### src/rtl/noc_flit_deserializer.sv
// Credit-flow flit FIFO feeding an SF:1 flit-to-AXI-Stream reassembler.
// Optional overflow detection: define NOC_DESER_OVERFLOW_CHECK_EN.
module noc_flit_deserializer #(
  parameter int TDEST_WIDTH = 6,
  parameter int TDATA_WIDTH = 512,
  parameter int SERIALIZATION_FACTOR = 4,
  parameter int FLIT_BUFFER_DEPTH = 4,
  localparam int FLIT_WIDTH = TDATA_WIDTH / SERIALIZATION_FACTOR
) (
  input  logic                   clk,
  input  logic                   rst,
  input  logic [FLIT_WIDTH-1:0]  data_in,
  input  logic [TDEST_WIDTH-1:0] dest_in,
  input  logic                   is_tail_in,
  input  logic                   send_in,
  output logic                   credit_out,
  output logic                   axis_tvalid,
  input  logic                   axis_tready,
  output logic [TDATA_WIDTH-1:0] axis_tdata,
  output logic                   axis_tlast,
  output logic [TDEST_WIDTH-1:0] axis_tdest,
  output logic                   err_overflow
);

  localparam int SF    = SERIALIZATION_FACTOR;
  localparam int DEPTH = FLIT_BUFFER_DEPTH;
  localparam int PW    = $clog2(DEPTH);
  localparam int CW    = $clog2(DEPTH + 1);
  localparam int IW    = (SF > 1) ? $clog2(SF) : 1;
  localparam logic [IW-1:0] IDX_LAST = IW'(SF - 1);
  localparam logic [PW-1:0] PTR_LAST = PW'(DEPTH - 1);

  logic [FLIT_WIDTH-1:0]  mem_data [DEPTH];
  logic [TDEST_WIDTH-1:0] mem_dest [DEPTH];
  logic [DEPTH-1:0]       mem_tail;

  logic [PW-1:0] wptr_q, wptr_d;
  logic [PW-1:0] rptr_q, rptr_d;
  logic [CW-1:0] cnt_q, cnt_d;
  logic [IW-1:0] idx_q, idx_d;

  logic [TDATA_WIDTH-1:0] asm_q, asm_d, beat;
  logic [TDEST_WIDTH-1:0] adest_q, adest_d, beat_dest;

  logic                   vld_q, vld_d;
  logic                   last_q, last_d;
  logic [TDATA_WIDTH-1:0] data_q, data_d;
  logic [TDEST_WIDTH-1:0] dest_q, dest_d;
  logic                   cred_q;

  logic wr, pop, head_tail, done, held;

`ifdef NOC_DESER_OVERFLOW_CHECK_EN
  localparam logic [CW-1:0] CNT_FULL = CW'(DEPTH);
  logic err_q, err_d, drop;
`endif

  always_comb begin
    head_tail = mem_tail[rptr_q];
    held      = vld_q && !axis_tready;
    done      = (idx_q == IDX_LAST) || head_tail;
    pop       = (cnt_q != '0) && !(done && held);
`ifdef NOC_DESER_OVERFLOW_CHECK_EN
    drop  = send_in && (cnt_q == CNT_FULL) && !pop;
    err_d = err_q || drop;
    wr    = send_in && !drop;
`else
    wr    = send_in;
`endif

    // Current flit merged into its slice; never-written upper slices stay 0
    beat = asm_q;
    for (int i = 0; i < SF; i++) begin
      if (idx_q == IW'(i)) begin
        beat[i*FLIT_WIDTH +: FLIT_WIDTH] = mem_data[rptr_q];
      end
    end
    beat_dest = (idx_q == '0) ? mem_dest[rptr_q] : adest_q;

    wptr_d = wptr_q;
    if (wr) wptr_d = (wptr_q == PTR_LAST) ? '0 : wptr_q + 1'b1;
    rptr_d = rptr_q;
    if (pop) rptr_d = (rptr_q == PTR_LAST) ? '0 : rptr_q + 1'b1;
    cnt_d = cnt_q + CW'(wr) - CW'(pop);

    idx_d   = idx_q;
    asm_d   = asm_q;
    adest_d = adest_q;
    vld_d   = vld_q && !axis_tready;
    data_d  = data_q;
    dest_d  = dest_q;
    last_d  = last_q;
    if (pop) begin
      if (done) begin
        idx_d  = '0;
        asm_d  = '0;
        vld_d  = 1'b1;
        data_d = beat;
        dest_d = beat_dest;
        last_d = head_tail;
      end else begin
        idx_d   = idx_q + 1'b1;
        asm_d   = beat;
        adest_d = beat_dest;
      end
    end
  end

  always_ff @(posedge clk) begin
    if (wr && !rst) begin
      mem_data[wptr_q] <= data_in;
      mem_dest[wptr_q] <= dest_in;
      mem_tail[wptr_q] <= is_tail_in;
    end
  end

  always_ff @(posedge clk) begin
    if (rst) begin
      wptr_q  <= '0;
      rptr_q  <= '0;
      cnt_q   <= '0;
      idx_q   <= '0;
      asm_q   <= '0;
      adest_q <= '0;
      vld_q   <= 1'b0;
      data_q  <= '0;
      dest_q  <= '0;
      last_q  <= 1'b0;
      cred_q  <= 1'b0;
    end else begin
      wptr_q  <= wptr_d;
      rptr_q  <= rptr_d;
      cnt_q   <= cnt_d;
      idx_q   <= idx_d;
      asm_q   <= asm_d;
      adest_q <= adest_d;
      vld_q   <= vld_d;
      data_q  <= data_d;
      dest_q  <= dest_d;
      last_q  <= last_d;
      cred_q  <= pop;
    end
  end

`ifdef NOC_DESER_OVERFLOW_CHECK_EN
  always_ff @(posedge clk) begin
    if (rst) err_q <= 1'b0;
    else     err_q <= err_d;
  end
  assign err_overflow = err_q;
`else
  assign err_overflow = 1'b0;
`endif

  assign credit_out  = cred_q;
  assign axis_tvalid = vld_q;
  assign axis_tdata  = data_q;
  assign axis_tlast  = last_q;
  assign axis_tdest  = dest_q;

endmodule

### config.mk
export PLATFORM = sky130hd
export DESIGN_NAME = noc_flit_deserializer
export DESIGN_NICKNAME = d
export VERILOG_FILES = /design/src/rtl/noc_flit_deserializer.sv
export SDC_FILE = /design/constraint.sdc
export NUM_CORES = 2
export LEC_CHECK = 0
export ABC_AREA = 1
export BUFFER_PORTS_ARGS = -buffer_cell sky130_fd_sc_hd__buf_2
export CORE_MARGIN = 3
export CORE_UTILIZATION = 45
export CTS_CLUSTER_SIZE = 12
export DETAILED_ROUTE_END_ITERATION = 7
export SYNTH_ARGS = -nofsm -noshare
export SYNTH_HDL_FRONTEND = slang
export SYNTH_SLANG_ARGS = --single-unit
### constraint.sdc
create_clock -name clk -period 17.2 [get_ports clk]
set_clock_uncertainty 0.2 [all_clocks]
set_input_delay 3.44 -clock clk [delete_from_list [all_inputs] [get_ports clk]]
set_output_delay 3.44 -clock clk [all_outputs]
set_load 0.01 [all_outputs]
==> summary.md <==
| Metric | Value |
|---|---|
| Comb pwr share | `between 40% and 50%` |
| Leakage | `between 20 and 30 nW` |
| Outcome | `complete, but fails checks` |
| Std cell rows | `~140` |
| PostCTS Resize Cnt | `0` |
| Tcrit/Tclk final | `roughly two fifths` |
| Final setup viols | `0` |
| CP Max Fanout | `212` |
| Min Tclk post-route | `7.08 ns` |
| Ys Warns | `0` |
| Largest net degree at the start of global routing | `~210` |
| Max frequency | `about 0.14 GHz` |
| Flop pwr share | `about a third` |
| Mapped Cells | `approximately 7.9k` |
| Die Y | `around 380 µm` |
| Area Overhead vs Synth | `14.2%` |
| Antenna-violating nets left | `0` |
| Pwr Total | `14.8 mW` |
| DRC viols | `0` |
| Maxcap violations | `0` |
| Worst Path Arrival | `7.57 ns` |
| P_sw | `approximately 6.5 mW` |
| Fin. max-slew vios | `between 100 and 150` |
| CTS tree | `yes` |
| Initial core utilization | `a little under half` |
| Non-Filler Instances | `10.3k` |
| Critical Path End Type | `flip-flop` |
| Synth cell count leaders | `nand2_1 (2228), nand3_1 (1159), nor2_1 (1083)` |
| Crit path kind | `in -> reg` |
| Share of the synthesized area in the top cell type | `32.5%` |
| First-pass GRT wire length | `328 mm` |
| Clock Tree Root | `clkbuf_16` |
| EDFF count, synth | `between 500 and 600` |
| Initial antenna violation count | `76` |
| Hold/Removal Path Class | `reg -> reg` |
| 1st-pass router iterations | `7` |
| Ys async rst share | `0%` |
| Clk pwr share | `24.2%` |
| Most common cell in the netlist | `nand2_1` |
| Setup TNS | `0 ns` |
| Placed cell count | `just under 10k` |
| Max-slew headroom at the worst pin | `-5.95%` |
| Die width | `roughly 380 µm` |
| Clock Path Buffers | `3` |
| Mapped Nets | `approximately 8.1k` |
| Worst-Margin Slew | `around 1.6 ns` |
| H-Tree Depth | `4` |
| Vias | `approximately 57k` |
| DR iter-0 viols | `5549` |
| Switch share | `roughly 44%` |
| Final HPWL DP | `131 mm` |
| Final nets | `roughly 8.3k` |
| Hold Slack | `between 0.2 and 0.3 ns` |
| Core Box Area | `around 140000 µm²` |
| Synth unique cells | `26` |
| Postcts setup bufs | `0` |
| Mean cell area of the mapped netlist | `8.16 µm²` |
| Total CTS buffers | `171` |
| Final hold vios | `0` |
| RSZ-0062 raised after global routing | `no` |
| Mapped Area | `approximately 65000 µm²` |
| Int Pwr | `roughly 8.3 mW` |
| Total track usage | `28.6%` |
| Req. time, crit path | `approximately 18 ns` |
| Final wirelength | `roughly 220 mm` |
| Worst vdd ir | `approximately 0.00018 V` |
| Dominant register cell in the synthesized netlist | `dfxtp_1` |
| Number of global-route vias before repair | `between 50k and 60k` |
| Largest cells by area after synthesis | `dfxtp_1 (33%), edfxtp_1 (25%), nand2_1 (13%)` |
| Cts-stage hold buffer count | `0` |
| Vias per cell | `between 5 and 6` |
| Power density over the cells | `~200 nW/µm²` |
| Failing checks | `slew limit` |
| Clock sink count | `between 1.5k and 2k` |
| IO Port Bufs | `~660` |
| Placer Congestion | `~0.8` |
| Routed wire per std cell | `approximately 21 µm` |
| Congestion Overflow GR | `0` |
| Clock insertion delay at the later pin of the skew report | `roughly 0.80 ns` |
| Sequential element share of the synthesized area | `57.6%` |
| Area leader, netlist | `dfxtp_1` |
| Die area | `around 150000 µm²` |
| FF+latch count, synth | `roughly 1.6k` |
| Share of cells above drive strength 1 | `roughly an eighth` |
| Startpoint types | `input pin` |
| Clock transition at path regs | `~0.060 ns` |
| Boundary pin count | `~660` |
==> per-layer routing <==
metal / vias to the layer above / global-route usage, % / share of wire (%)
met5: - / 0 / 0.14
met4: 42 / 11.1 / 3.4
met3: 422 / 6.05 / 8.6
met2: 2221 / 43.9 / 45
met1: 27369 / 39.6 / 43
li1: 27053 / - / -
==> path summary, 6_finish.rpt <==
| path | startpoint | slack [ns] | to | cells after the start |
|---|---|---|---|---|
| hold / removal | axis_tlast | 0.27 | axis_tlast | 2 |
| setup / recovery | axis_tready | 10.12 | axis_tdata[453] | 11 |
| hold reg to reg | axis_tlast | 0.27 | axis_tlast | 2 |
| setup reg to reg | rptr_q[0] | 11.51 | axis_tdata[144] | 11 |
==> area by class of cell <==
type                       count  area [µm²]
sequential                  1590       37200
tap                         1890        2360
multi-input combinational   5670       24600
clock buffer                 267        5050
clock inverter                47         365
antenna                       44         110
timing repair buffer         728        3860
inverter                      31         161
fill                       13465       68300
==> logic make-up after synthesis <==
logic type      after synthesis  share of synthesized area [%]
compound gates             1054                           8.16
flops                      1590                           57.6
xor+xnor                      1                         0.0136
other cells                   1                        0.00580
fa+ha+maj                    12                          0.244
simple gates               4602                           29.5
buf+inv                     664                           4.48
==> power groups by stage <==
stage	Clock (mW)	Combinational, mW	Sequential, mW
after detailed placement	0	6.01	5.22
after global routing	3.78	6.65	5.22
after CTS	3.63	6.03	5.14
after global placement	0	5.97	5.20
after floorplan	0	3.68	5.33
final	3.57	6.05	5.14
==> through the flow <==
stage | area [µm²] | setup slack [ns] | util [%]
3_3_place_gp | 68300 | 9.46 | 48.0
2_1_floorplan | 64600 | 6.68 | -
6_report | 73800 | 10.12 | 51.9
5_1_grt | 73700 | 9.83 | 51.9
3_5_place_dp | 68300 | 9.43 | 48.0
4_1_cts | 73700 | 10.29 | 51.9
==> placed cells by master (no fill, tap or decap), types with 128 or more instances in the layout <==
cell type and n:
nand2_1 2226, nand3_1 1158, nor2_1 1079, dfxtp_1 1048
buf_2 658, edfxtp_1 540, a21oi_1 521, o21ai_0 474
clkbuf_16 177, nand4_1 128
==> registers in the layout, indices dropped and copies added (netlist names), named ones only <==
signal	count
mem_data	512
mem_tail	4
cnt_q	3
axis_tdest	6
wptr_q	2
credit_out	1
mem_dest	24
rptr_q	2
adest_q	6
asm_q	512
axis_tlast	1
idx_q	2
axis_tvalid	1
axis_tdata	512
==> worst max-delay path, cell delays in order <==
cell and delay (ns):
buf_2 0.08, nor2_1 0.03, inv_1 0.16, nand2_8 0.30, a21oi_4 0.54, buf_4 0.81, buf_12 0.67, buf_4 0.84
nand2_1 0.15, nand2_1 0.09, nor2_1 0.05
(Power assumes the default switching activity.)
